[src/rtl/snake_pkg.sv]
// Shared heading definitions for the direction controller and the display/game logic.
// Latency: n/a (constants and a pure function only).
// Backpressure: n/a.
package snake_pkg;

  // Heading encoding; bit 1 selects the axis (0 = vertical, 1 = horizontal).
  localparam logic [1:0] DIR_UP    = 2'd0;
  localparam logic [1:0] DIR_DOWN  = 2'd1;
  localparam logic [1:0] DIR_LEFT  = 2'd2;
  localparam logic [1:0] DIR_RIGHT = 2'd3;

  // A turn onto the same axis is either a repeat or a reversal; both are illegal.
  function automatic logic is_same_axis(input logic [1:0] a, input logic [1:0] b);
    return a[1] == b[1];
  endfunction

endpackage

[src/rtl/snake_turn_fifo.sv]
// Small synchronous FIFO of 2-bit headings buffered between game ticks.
// Latency: push visible at head/tail the next cycle; pop advances head the next cycle.
// Backpressure: none internal; the caller must not push when full unless it pops in the same cycle.
//
// Ports: clk, reset (sync, active-high); push/push_dat write at tail; pop advances head;
//        head_dat = oldest entry; tail_dat = newest entry; count/full/empty = occupancy.
module snake_turn_fifo #(
  parameter int DEPTH = 2
) (
  input  logic                       clk,
  input  logic                       reset,
  input  logic                       push,
  input  logic [1:0]                 push_dat,
  input  logic                       pop,
  output logic [1:0]                 head_dat,
  output logic [1:0]                 tail_dat,
  output logic [$clog2(DEPTH):0]     count,
  output logic                       full,
  output logic                       empty
);

  localparam int PW = (DEPTH > 1) ? $clog2(DEPTH) : 1;
  localparam int CW = $clog2(DEPTH) + 1;
  localparam logic [CW-1:0] FULL_CNT = CW'(DEPTH);

  logic [1:0]    mem_q [DEPTH];
  logic [1:0]    mem_d [DEPTH];
  logic [PW-1:0] wr_ptr_q, wr_ptr_d;
  logic [PW-1:0] rd_ptr_q, rd_ptr_d;
  logic [PW-1:0] tail_ptr;
  logic [CW-1:0] count_q, count_d;

  // Pointers are power-of-two wide, so plain increment wraps modulo DEPTH.
  always_comb begin
    mem_d    = mem_q;
    wr_ptr_d = wr_ptr_q;
    rd_ptr_d = rd_ptr_q;
    count_d  = count_q;
    if (push) begin
      mem_d[wr_ptr_q] = push_dat;
      wr_ptr_d        = wr_ptr_q + 1'b1;
    end
    if (pop) begin
      rd_ptr_d = rd_ptr_q + 1'b1;
    end
    case ({push, pop})
      2'b10:   count_d = count_q + 1'b1;
      2'b01:   count_d = count_q - 1'b1;
      default: count_d = count_q;
    endcase
  end

  always_ff @(posedge clk) begin
    if (reset) begin
      mem_q    <= '{default: '0};
      wr_ptr_q <= '0;
      rd_ptr_q <= '0;
      count_q  <= '0;
    end else begin
      mem_q    <= mem_d;
      wr_ptr_q <= wr_ptr_d;
      rd_ptr_q <= rd_ptr_d;
      count_q  <= count_d;
    end
  end

  assign tail_ptr = wr_ptr_q - 1'b1;
  assign head_dat = mem_q[rd_ptr_q];
  assign tail_dat = mem_q[tail_ptr];
  assign count    = count_q;
  assign full     = (count_q == FULL_CNT);
  assign empty    = (count_q == '0);

endmodule

[src/rtl/snake_dir_ctrl.sv]
// Turns debounced button presses into legal snake headings, queues them, releases one per tick.
// Latency: press -> queued next cycle; tick -> dir/dir_changed next cycle.
// Backpressure: full queue discards a legal press (drop pulse) unless a pop frees a slot that cycle.
//
// Ports: clk, reset (sync, active-high); btn_up/down/left/right debounced levels; enable gates
//        all activity; tick = game-step strobe; dir = heading; dir_changed / drop = one-cycle
//        pulses; q_count = queued turns.
module snake_dir_ctrl #(
  parameter int         QDEPTH   = 2,
  parameter logic [1:0] INIT_DIR = 2'd3
) (
  input  logic                      clk,
  input  logic                      reset,
  input  logic                      btn_up,
  input  logic                      btn_down,
  input  logic                      btn_left,
  input  logic                      btn_right,
  input  logic                      enable,
  input  logic                      tick,
  output logic [1:0]                dir,
  output logic                      dir_changed,
  output logic [$clog2(QDEPTH):0]   q_count,
  output logic                      drop
);

  import snake_pkg::*;

  // Bit index matches the heading encoding: [0]=UP [1]=DOWN [2]=LEFT [3]=RIGHT.
  logic [3:0] btn;
  logic [3:0] prev_q, prev_d;
  logic [3:0] press;
  logic [1:0] dir_q, dir_d;
  logic       dir_changed_q, dir_changed_d;
  logic       drop_q, drop_d;

  logic       cand_vld;
  logic [1:0] cand;
  logic [1:0] ref_dir;
  logic       want_push, do_push, do_pop;
  logic [1:0] head_dat, tail_dat;
  logic       fifo_full, fifo_empty;

  assign btn   = {btn_right, btn_left, btn_down, btn_up};
  assign press = btn & ~prev_q;

  always_comb begin
    // Edge history follows the buttons even while disabled, so un-freezing never fires a stale press.
    prev_d = btn;

    cand_vld = |press;
    cand     = DIR_RIGHT;
    if (press[0])      cand = DIR_UP;
    else if (press[1]) cand = DIR_DOWN;
    else if (press[2]) cand = DIR_LEFT;

    // Legality is judged against where the snake will be heading once the queue drains,
    // using the pre-pop view of the queue.
    ref_dir = fifo_empty ? dir_q : tail_dat;

    do_pop    = enable & tick & ~fifo_empty;
    want_push = enable & cand_vld & ~is_same_axis(cand, ref_dir);
    do_push   = want_push & (~fifo_full | do_pop);

    dir_d         = do_pop ? head_dat : dir_q;
    dir_changed_d = do_pop;
    drop_d        = want_push & fifo_full & ~do_pop;
  end

  always_ff @(posedge clk) begin
    if (reset) begin
      prev_q        <= btn;
      dir_q         <= INIT_DIR;
      dir_changed_q <= 1'b0;
      drop_q        <= 1'b0;
    end else begin
      prev_q        <= prev_d;
      dir_q         <= dir_d;
      dir_changed_q <= dir_changed_d;
      drop_q        <= drop_d;
    end
  end

  snake_turn_fifo #(
    .DEPTH (QDEPTH)
  ) u_turn_fifo (
    .clk      (clk),
    .reset    (reset),
    .push     (do_push),
    .push_dat (cand),
    .pop      (do_pop),
    .head_dat (head_dat),
    .tail_dat (tail_dat),
    .count    (q_count),
    .full     (fifo_full),
    .empty    (fifo_empty)
  );

  assign dir         = dir_q;
  assign dir_changed = dir_changed_q;
  assign drop        = drop_q;

endmodule

[config.mk]
export PLATFORM = sky130hd
export DESIGN_NAME = snake_dir_ctrl
export DESIGN_NICKNAME = d
export VERILOG_FILES = /design/src/rtl/snake_pkg.sv /design/src/rtl/snake_turn_fifo.sv /design/src/rtl/snake_dir_ctrl.sv
export SDC_FILE = /design/constraint.sdc
export NUM_CORES = 1
export LEC_CHECK = 0
export ABC_AREA = 1
export BUFFER_PORTS_ARGS = -buffer_cell sky130_fd_sc_hd__buf_2
export CAP_MARGIN = 10
export CORE_AREA = 4 4 49 51
export DETAILED_ROUTE_END_ITERATION = 16
export DIE_AREA = 0 0 53 55
export PLACE_DENSITY_LB_ADDON = 0.12
export SLEW_MARGIN = 0
export SYNTH_ARGS = -nofsm -noshare
export SYNTH_HDL_FRONTEND = slang
export SYNTH_SLANG_ARGS = --single-unit
[constraint.sdc]
create_clock -name clk -period 1.5 [get_ports clk]
set_input_delay 0.075 -clock clk [delete_from_list [all_inputs] [get_ports clk]]
set_output_delay 0.075 -clock clk [all_outputs]
set_load 0.03 [all_outputs]
==> flow_metrics.tcl, run 1 <==
set metrics [dict create \
    max_slew_margin_pct 80.09 \
    hpwlAfterDp_mm 1.226 \
    slew_viol_final 0 \
    leakage_uw 0.0005384 \
    die_w_um 53 \
    period_needed_ns 1.542 \
    yosys-top-cells-area "dfxtp_1, nand2_1, inv_1" \
    seq_area_sq_um 330.3 \
    grt_setup_unrepaired "true" \
    maxCapViolCount 0 \
    grt_pass1_vias 672 \
    final_antenna_net_count 0 \
    seq_area_frac_synth_pct 44.52 \
    powerDensity_nw_per_um2 1023 \
    fin_util_pct 57.54 \
    place_congestion 0.7742 \
    crit_path_end_kind "register" \
    critPathArrivalTime_ns 1.76 \
    num_antenna_cells 0 \
    die_h_um 55 \
    portBuffers 13 \
    status "complete, but fails checks" \
    worst_slew_pin_slew_ns 0.2984 \
    finalWorstSetupSlack_ns -0.04162 \
    finalWirelength_mm 1.660 \
    cts_root_buf "clkbuf_4" \
    synthCells 98 \
    area_delta_synth_final_pct 55.30 \
    timing.fmax_mhz 648.7 \
    core_sq_um 1942 \
    grt_overflow 0 \
    layout.nets 147 \
    ys_types 17 \
    finalCritPeriodShare_pct 102.8 \
    drive_above_1_share_pct 42.34 \
    drtPass1Iterations 4 \
    worst-path-max-fanout 5 \
    hold_viol 0 \
    start_util_pct 37.05 \
    syn-num-nets 107 \
    multi_input_comb_area_sq_um 407.9 \
    cts_max_path_buffers 2 \
    hp-class "primary input to register" \
    path_class "register to register" \
    final_area_sq_um 1117 \
    drtIter0Drc 4 \
    num_io_pins 14 \
    synth_top_cell_by_area "dfxtp_1" \
    start_kind "register" \
    placed_area_sq_um 944.7 \
    vdd_ir_drop_max_v 0.0005856 \
    violations "negative setup slack" \
    antenna_found_initial 0 \
    place_ws_ns -0.1445 \
    h-tree-depth 1 \
    fillCellCount 193 \
    setup_viol 1 \
    cts_tree "yes" \
    drc_errors 0 \
    grt_pass1_wl_mm 2.684 \
    ys_ff_latch 16 \
    die-area_sq_um 2915 \
    num_vias 731 \
    synth_top_area_share_pct 44.52 \
    grt_usage_pct 12.81 \
    path_clk_slew_ns 0.10 \
    skew_ns 0.004349 \
    syn-cell-area_sq_um 719.4 \
    cts_buffers 3 \
    syn_area_per_cell_sq_um 7.341 \
    worstSkewPairLatency_ns 0.28 \
    routed_via_density 4.457 \
    grt_max_degree 10 \
    clock-sinks 16 \
    num_rows 16 \
    ys_warn_count 0 \
    wl_per_cell_um 10.12 \
    required_ns 1.72 \
]
==> cells in the mapped netlist <==
master	number
a21oi_1	4
a32oi_1	1
dfxtp_1	16
ha_1	1
inv_1	15
inv_2	2
nand2_1	27
nand2_2	2
nand3_1	4
nand3_2	1
nand3_4	1
nand4_2	2
nor2_1	13
nor2_4	1
nor3_1	1
o211ai_1	3
o21ai_0	4
==> final timing paths <==
path,from,endpoint,slack (ns),cells past startpoint
worst max-delay path,u_turn_fifo.count[0],u_turn_fifo.count[1],-0.04,11
worst min-delay path,btn_up,u_turn_fifo.mem_q[0],0.15,4
worst max register to register,u_turn_fifo.count[0],u_turn_fifo.count[1],-0.04,11
worst min register to register,u_turn_fifo.count[1],u_turn_fifo.count[1],0.47,1
==> final cells by class <==
type | instances | share of cell area (%)
clock buffers | 4 | 3.247
inverters | 17 | 5.935
multi-input cells | 65 | 36.51
flip-flops and latches | 16 | 29.56
well taps | 27 | 3.024
repair buffers | 35 | 21.72
==> state kept, by name, indices dropped and copies added (netlist names) <==
register,cells
dir,2
dir_changed,1
drop,1
prev_q,4
u_turn_fifo.count,2
u_turn_fifo.mem_q,4
u_turn_fifo.rd_ptr_q,1
u_turn_fifo.wr_ptr_q,1
==> per-layer routing <==
| layer | track usage [%] | wire length [um] | vias up |
|---|---|---|---|
| met2 | 21.69 | 816 | 9 |
| met1 | 15.56 | 776 | 333 |
| met5 | 0 | 0 | - |
| met3 | 3.217 | 49 | 2 |
| met4 | 5.106 | 18 | 0 |
| li1 | - | - | 387 |
==> where the power goes <==
| group | total, uW | internal [uW] | switching, uW |
|---|---|---|---|
| combinational | 366 | 167 | 199 |
| sequential | 486 | 461 | 25.7 |
| clock | 290 | 148 | 142 |
==> layout by cell type (no fill, tap or decap) <==
| cell | instances |
|---|---|
| buf_2 | 13 |
| nand2_1 | 24 |
| nand2_2 | 4 |
| nor2_2 | 2 |
| inv_4 | 1 |
| clkbuf_4 | 3 |
| ha_4 | 1 |
| nand4_4 | 2 |
| clkbuf_8 | 1 |
| nor2_4 | 1 |
| buf_4 | 17 |
| o21ai_0 | 3 |
| nor3_1 | 1 |
| dfxtp_4 | 2 |
| nand2_4 | 1 |
| dfxtp_2 | 2 |
| nand3_2 | 1 |
| dfxtp_1 | 12 |
| a32oi_1 | 1 |
| nand3_1 | 2 |
| nor2_1 | 11 |
| inv_2 | 4 |
| a21oi_1 | 4 |
| nand3_4 | 3 |
| o21ai_1 | 1 |
| o211ai_1 | 3 |
| inv_1 | 12 |
| dlygate4sd3_1 | 5 |
==> through the flow <==
stage | hold slack (ns) | instances | power, uW | TNS (ns)
finish | 0.1487 | 164 | 1143 | -0.04162
global route | 0.1605 | 164 | 1213 | -0.1804
CTS | 0.1334 | 163 | 1130 | -0.01881
detailed placement | 0.1955 | 151 | 791.5 | -0.1445
global placement | 0.1907 | 151 | 782.1 | -0.08402
floorplan | 0.1027 | 98 | 670.5 | -0.06447
==> critical path, stage by stage, from the launching register on <==
cell	delay [ns]
dfxtp_4	0.38
nor2_1	0.16
nand2_1	0.07
nand3_1	0.10
nand2_2	0.08
nand3_4	0.07
ha_4	0.20
inv_2	0.05
nand2_1	0.06
nor2_2	0.12
o21ai_1	0.08
a21oi_1	0.12
==> cell families (layout without fill, tap and decap cells) <==
group | Yosys count | in the layout | share of synthesized area [%]
AOI/OAI and AO/OA | 12 | 12 | 9.913
and+or+nand+nor | 52 | 52 | 34.96
DFF | 16 | 16 | 44.52
adders and majority gates | 1 | 1 | 1.739
buffers and inverters | 17 | 56 | 8.869
==> what timing repair did <==
item                                    CTS  global route
setup buffers                             3             1
gates resized for setup                   9             4
endpoints found under the hold margin     7             0
cloned                                    0             0
endpoints found under the setup margin    1             4
hold buffers                              5             0
pin swaps                                 3             4
Note: power is estimated with default switching activity, not from simulation.
==> run 2, diff against run 1 <==
Settings changed: SKIP_CTS_REPAIR_TIMING from default to 1.
==> flow_metrics.tcl, run 2 (synthesis gave the netlist of run 1 again) <==
set metrics [dict create \
    seq_area_sq_um 330.3 \
    final_antenna_net_count 0 \
    finalCritPeriodShare_pct 99.74 \
    slew_viol_final 0 \
    area_delta_synth_final_pct 50.44 \
    place_inst 151 \
    drc_errors 0 \
    maxCapViolCount 0 \
    worstSkewPairLatency_ns 0.28 \
    vdd_ir_drop_max_v 0.0005755 \
    skew_ns 0.001399 \
    drtPass1Iterations 3 \
    max_slew_margin_pct 79.98 \
    ff2ff_setup_slack_ns 0.004 \
    num_io_pins 14 \
    hp-class "primary input to register" \
    path_delay_family "simple AND/OR/NAND/NOR gates" \
    powerDensity_nw_per_um2 1035 \
    die-area_sq_um 2915 \
    grt_usage_pct 11.67 \
    num_rows 16 \
    die_h_um 55 \
    reg.largest.list "prev_q x4, u_turn_fifo.mem_q x4" \
    num_antenna_cells 0 \
    status "completed" \
    critPathArrivalTime_ns 1.71 \
    final_cell_mix "nand2_1, buf_4, buf_2, inv_1, dfxtp_1" \
    finalWirelength_mm 1.661 \
    crit_path_end_kind "register" \
    clock-sinks 16 \
    power_frac_comb_pct 30.3 \
    final_area_sq_um 1082 \
    placed_area_sq_um 944.7 \
    worst-path-max-fanout 5 \
    leakage_uw 0.0005251 \
    cts_tree "yes" \
    power.internal_uw 759.6 \
    start_util_pct 37.05 \
    layout.nets 144 \
    path_clk_slew_ns 0.10 \
    antenna_found_initial 0 \
    grt_max_degree 10 \
    grt_pass1_vias 599 \
    grt_setup_unrepaired "true" \
    cts_root_buf "clkbuf_4" \
    crit_chain "inv_2 -> nand2_4 -> nand3_1 -> nand3_1 -> nand2_2 -> nand3_4 -> ha_4 -> inv_2 -> nand2_2 -> nor2_2 -> o21ai_1 -> a21oi_1" \
    final_common_cell "nand2_1" \
    critPathMaxStageDelay_ns 0.38 \
    required_ns 1.72 \
    hpwlAfterDp_mm 1.226 \
    place_congestion 0.7742 \
    start_kind "register" \
    routed_via_density 4.484 \
    cts_max_path_buffers 2 \
    path_class "register to register" \
    switching_power_uw 360.1 \
    hold_viol 0 \
    cts_buffers 3 \
    core_sq_um 1942 \
    setup_viol 0 \
    p_seq_share_pct 43.6 \
    drive_above_1_share_pct 42.54 \
    period_needed_ns 1.496 \
    multi_input_comb_area_sq_um 395.4 \
    grt_pass1_wl_mm 2.421 \
    portBuffers 13 \
    fillCellCount 197 \
    pwr-share-clk_pct 26.1 \
    slowest_stage "dfxtp_4" \
    cp_num_buf_inv 2 \
    p_sw_share_pct 32.16 \
    drtIter0Drc 6 \
    die_w_um 53 \
    num_vias 722 \
    worst_slew_pin_slew_ns 0.3000 \
    grt_overflow 0 \
    h-tree-depth 1 \
    final_cells 161 \
    wl_per_cell_um 10.32 \
    timing.fmax_mhz 668.4 \
]
-- run 2: worst reg2reg max path, delay by kind of cell (launching register included) --
family                   cells  cell delay (ns)
AO/OA/AOI/OAI                2             0.18
adder cells (fa/ha/maj)      1             0.22
buffers and inverters        2             0.12
flip-flops                   1             0.38
AND/OR/NAND/NOR              7             0.52
-- run 2: worst paths after layout --
path | from | endpoint | depth (start not counted)
min reg2reg | u_turn_fifo.count[1] | u_turn_fifo.count[1] | 1
max | u_turn_fifo.count[1] | u_turn_fifo.count[1] | 12
max reg2reg | u_turn_fifo.count[1] | u_turn_fifo.count[1] | 12
min | btn_up | u_turn_fifo.mem_q[0] | 4
-- run 2: power groups by stage --
stage / Clock [uW] / Sequential [uW] / Combinational, uW
2_1_floorplan: 0 / 521 / 149
3_3_place_gp: 0 / 495 / 287
3_5_place_dp: 0 / 496 / 296
4_1_cts: 302 / 486 / 296
5_1_grt: 319 / 493 / 373
6_report: 293 / 488 / 339
-- run 2: stage by stage --
stage          TNS (ns)  hold slack [ns]  total power, uW  setup WS [ns]  util, %
6_report              0           0.1455             1120       0.003844    55.73
5_1_grt         -0.1565           0.1532             1186        -0.1390    55.73
4_1_cts         -0.1864          -0.1116             1084        -0.1864    50.52
3_5_place_dp    -0.1445           0.1955            791.5        -0.1445    48.65
3_3_place_gp   -0.08402           0.1907            782.1       -0.08402    48.65
2_1_floorplan  -0.06447           0.1027            670.5       -0.06447        -
-- run 2: cell type report --
cell class / count / share of cell area (%)
repair buffers: 32 / 20.35
well taps: 27 / 3.121
flip-flops and latches: 16 / 30.52
inverters: 17 / 6.127
multi-input cells: 65 / 36.53
clock buffers: 4 / 3.353
-- run 2: per-layer routing --
| metal | vias to the layer above | part of all wire (%) | global-route usage [%] |
|---|---|---|---|
| met1 | 331 | 48 | 14.59 |
| met2 | 9 | 48 | 18.80 |
| met3 | 2 | 3.0 | 3.217 |
| met4 | 0 | 1.1 | 5.106 |
| met5 | - | 0 | 0 |
| li1 | 380 | - | - |
==> run 3, diff against run 2 <==
==> constraint.sdc (replaced) <==
create_clock -name clk -period 1.4 [get_ports clk]
set_input_delay 0.07 -clock clk [delete_from_list [all_inputs] [get_ports clk]]
set_output_delay 0.07 -clock clk [all_outputs]
set_load 0.1 [all_outputs]
==> flow_metrics.tcl, run 3 (synthesis gave the netlist of run 1 again) <==
set metrics [dict create \
    status "complete, but fails checks" \
    violations "negative setup slack" \
    clock-sinks 16 \
    path_class "register to register" \
    cts_tree "yes" \
    grt_max_degree 10 \
    max_slew_margin_pct 67.91 \
    min_from "btn_up" \
    slew_viol_final 0 \
    whs_path_depth 4 \
    routed_via_density 4.288 \
    final_cell_mix "nand2_1, buf_4, buf_2, inv_1, dfxtp_1" \
    setup_viol 1 \
    maxCapViolCount 0 \
    drc_errors 0 \
    die-area_sq_um 2915 \
    grt_setup_unrepaired "true" \
    required_ns 1.59 \
    finalPower_uw 1267 \
    path_clk_slew_ns 0.10 \
    cp_num_cells 13 \
    crit_top_cell "nand2_2" \
    hpwlAfterDp_mm 1.200 \
    critPathArrivalTime_ns 1.66 \
    timing.fmax_mhz 679.9 \
    fillCellCount 196 \
    worstSkewPairLatency_ns 0.29 \
    crit_path_end_kind "register" \
    grt_usage_pct 12.55 \
    finalCritPeriodShare_pct 105.1 \
    slowest_stage "dfxtp_2" \
    crit_chain "inv_2 -> nand2_2 -> nand2_4 -> inv_2 -> nand3_2 -> nand2_2 -> nand3_2 -> ha_4 -> inv_4 -> nand2_2 -> nor2_2 -> o21ai_1 -> a21oi_1" \
    vdd_ir_drop_max_v 0.0007468 \
    final_common_cell "nand2_1" \
    portBuffers 13 \
    drtIter0Drc 8 \
    fin_util_pct 56.83 \
    period_needed_ns 1.471 \
    drtPass1Iterations 4 \
    place_ws_ns -0.1883 \
    num_io_pins 14 \
    area_delta_synth_final_pct 53.39 \
    antenna_found_initial 0 \
    num_antenna_cells 0 \
    placed_area_sq_um 977.2 \
    final_antenna_net_count 0 \
    r2r_cells 13 \
    reg.largest.list "prev_q x4, u_turn_fifo.mem_q x4" \
    r2r-end "u_turn_fifo.count[1]" \
    cp_num_buf_inv 3 \
    core_sq_um 1942 \
    leakage_uw 0.0005362 \
    die_w_um 53 \
    finalWorstSetupSlack_ns -0.07088 \
    ff2ff_setup_slack_ns -0.07 \
    grt_pass1_vias 599 \
    drive_above_1_share_pct 45.59 \
    num_rows 16 \
    num_vias 699 \
    place_congestion 0.7974 \
    r2r_start "prev_q[0]" \
    critPathMaxStageDelay_ns 0.34 \
    die_h_um 55 \
    path_delay_family "simple AND/OR/NAND/NOR gates" \
    h-tree-depth 1 \
    grt_pass1_wl_mm 2.546 \
    cts_root_buf "clkbuf_4" \
    worst_slew_pin_slew_ns 0.4847 \
    cts_buffers 3 \
    hold_viol 0 \
    skew_ns 0.001256 \
    cts_max_path_buffers 2 \
    final_area_sq_um 1104 \
    holdPathEnd "u_turn_fifo.mem_q[2]" \
    powerDensity_nw_per_um2 1148 \
    start_util_pct 37.05 \
    layout.nets 146 \
    grt_overflow 0 \
    worst-path-max-fanout 3 \
    finalWirelength_mm 1.548 \
    hp-class "primary input to register" \
    start_kind "register" \
    wl_per_cell_um 9.497 \
]
[run 3: cell types whose count changed in the layout (fill, tap and decap cells not counted), sizes merged]
| cell | change |
|---|---|
| buf | +2 |
[run 3: how the worst max path moves through the flow]
stage                           endpoint                 start  slack (ns)
floorplan           u_turn_fifo.count[1]  u_turn_fifo.count[0]       -0.29
global placement    u_turn_fifo.count[1]             prev_q[1]       -0.16
detailed placement  u_turn_fifo.count[1]             prev_q[1]       -0.19
CTS                 u_turn_fifo.count[1]             prev_q[0]       -0.22
global route        u_turn_fifo.count[1]             prev_q[0]       -0.18
finish              u_turn_fifo.count[1]             prev_q[0]       -0.07
[run 3: power by group]
| group | internal [uW] | switching [uW] |
|---|---|---|
| Combinational | 168 | 267 |
| Sequential | 493 | 27.4 |
| Clock | 158 | 153 |
| Total | 819 | 447 |
[run 3: per-layer routing]
layer | track usage [%] | part of all wire (%)
met1 | 15.82 | 47
met2 | 18.60 | 47
met3 | 3.217 | 5.4
met4 | 8.936 | 0.45
met5 | 0 | 0
[run 3: area by class of cell]
| cell class | count | area, sq um | area share (%) |
|---|---|---|---|
| Clock buffer | 4 | 36.28 | 3.288 |
| Inverter | 17 | 68.82 | 6.236 |
| Multi-Input combinational cell | 65 | 395.4 | 35.83 |
| Sequential cell | 16 | 334.1 | 30.27 |
| Timing Repair Buffer | 34 | 235.2 | 21.32 |
| Tap cell | 27 | 33.78 | 3.061 |
[run 3: stage by stage]
| stage | hold WS (ns) | cells | TNS, ns |
|---|---|---|---|
| after floorplan | 0.09772 | 98 | -0.4695 |
| after global placement | 0.1873 | 153 | -0.1885 |
| after detailed placement | 0.1910 | 153 | -0.2405 |
| after CTS | -0.1174 | 157 | -0.2932 |
| after global routing | 0.1581 | 163 | -0.2532 |
| final | 0.1542 | 163 | -0.07088 |
[run 3: worst register-to-register path, stage by stage (launching register included)]
cell and delay [ns]:
dfxtp_2 0.34, inv_2 0.04, nand2_2 0.07, nand2_4 0.07, inv_2 0.06, nand3_2 0.07
nand2_2 0.07, nand3_2 0.09, ha_4 0.29, inv_4 0.03, nand2_2 0.06, nor2_2 0.04
o21ai_1 0.11, a21oi_1 0.04
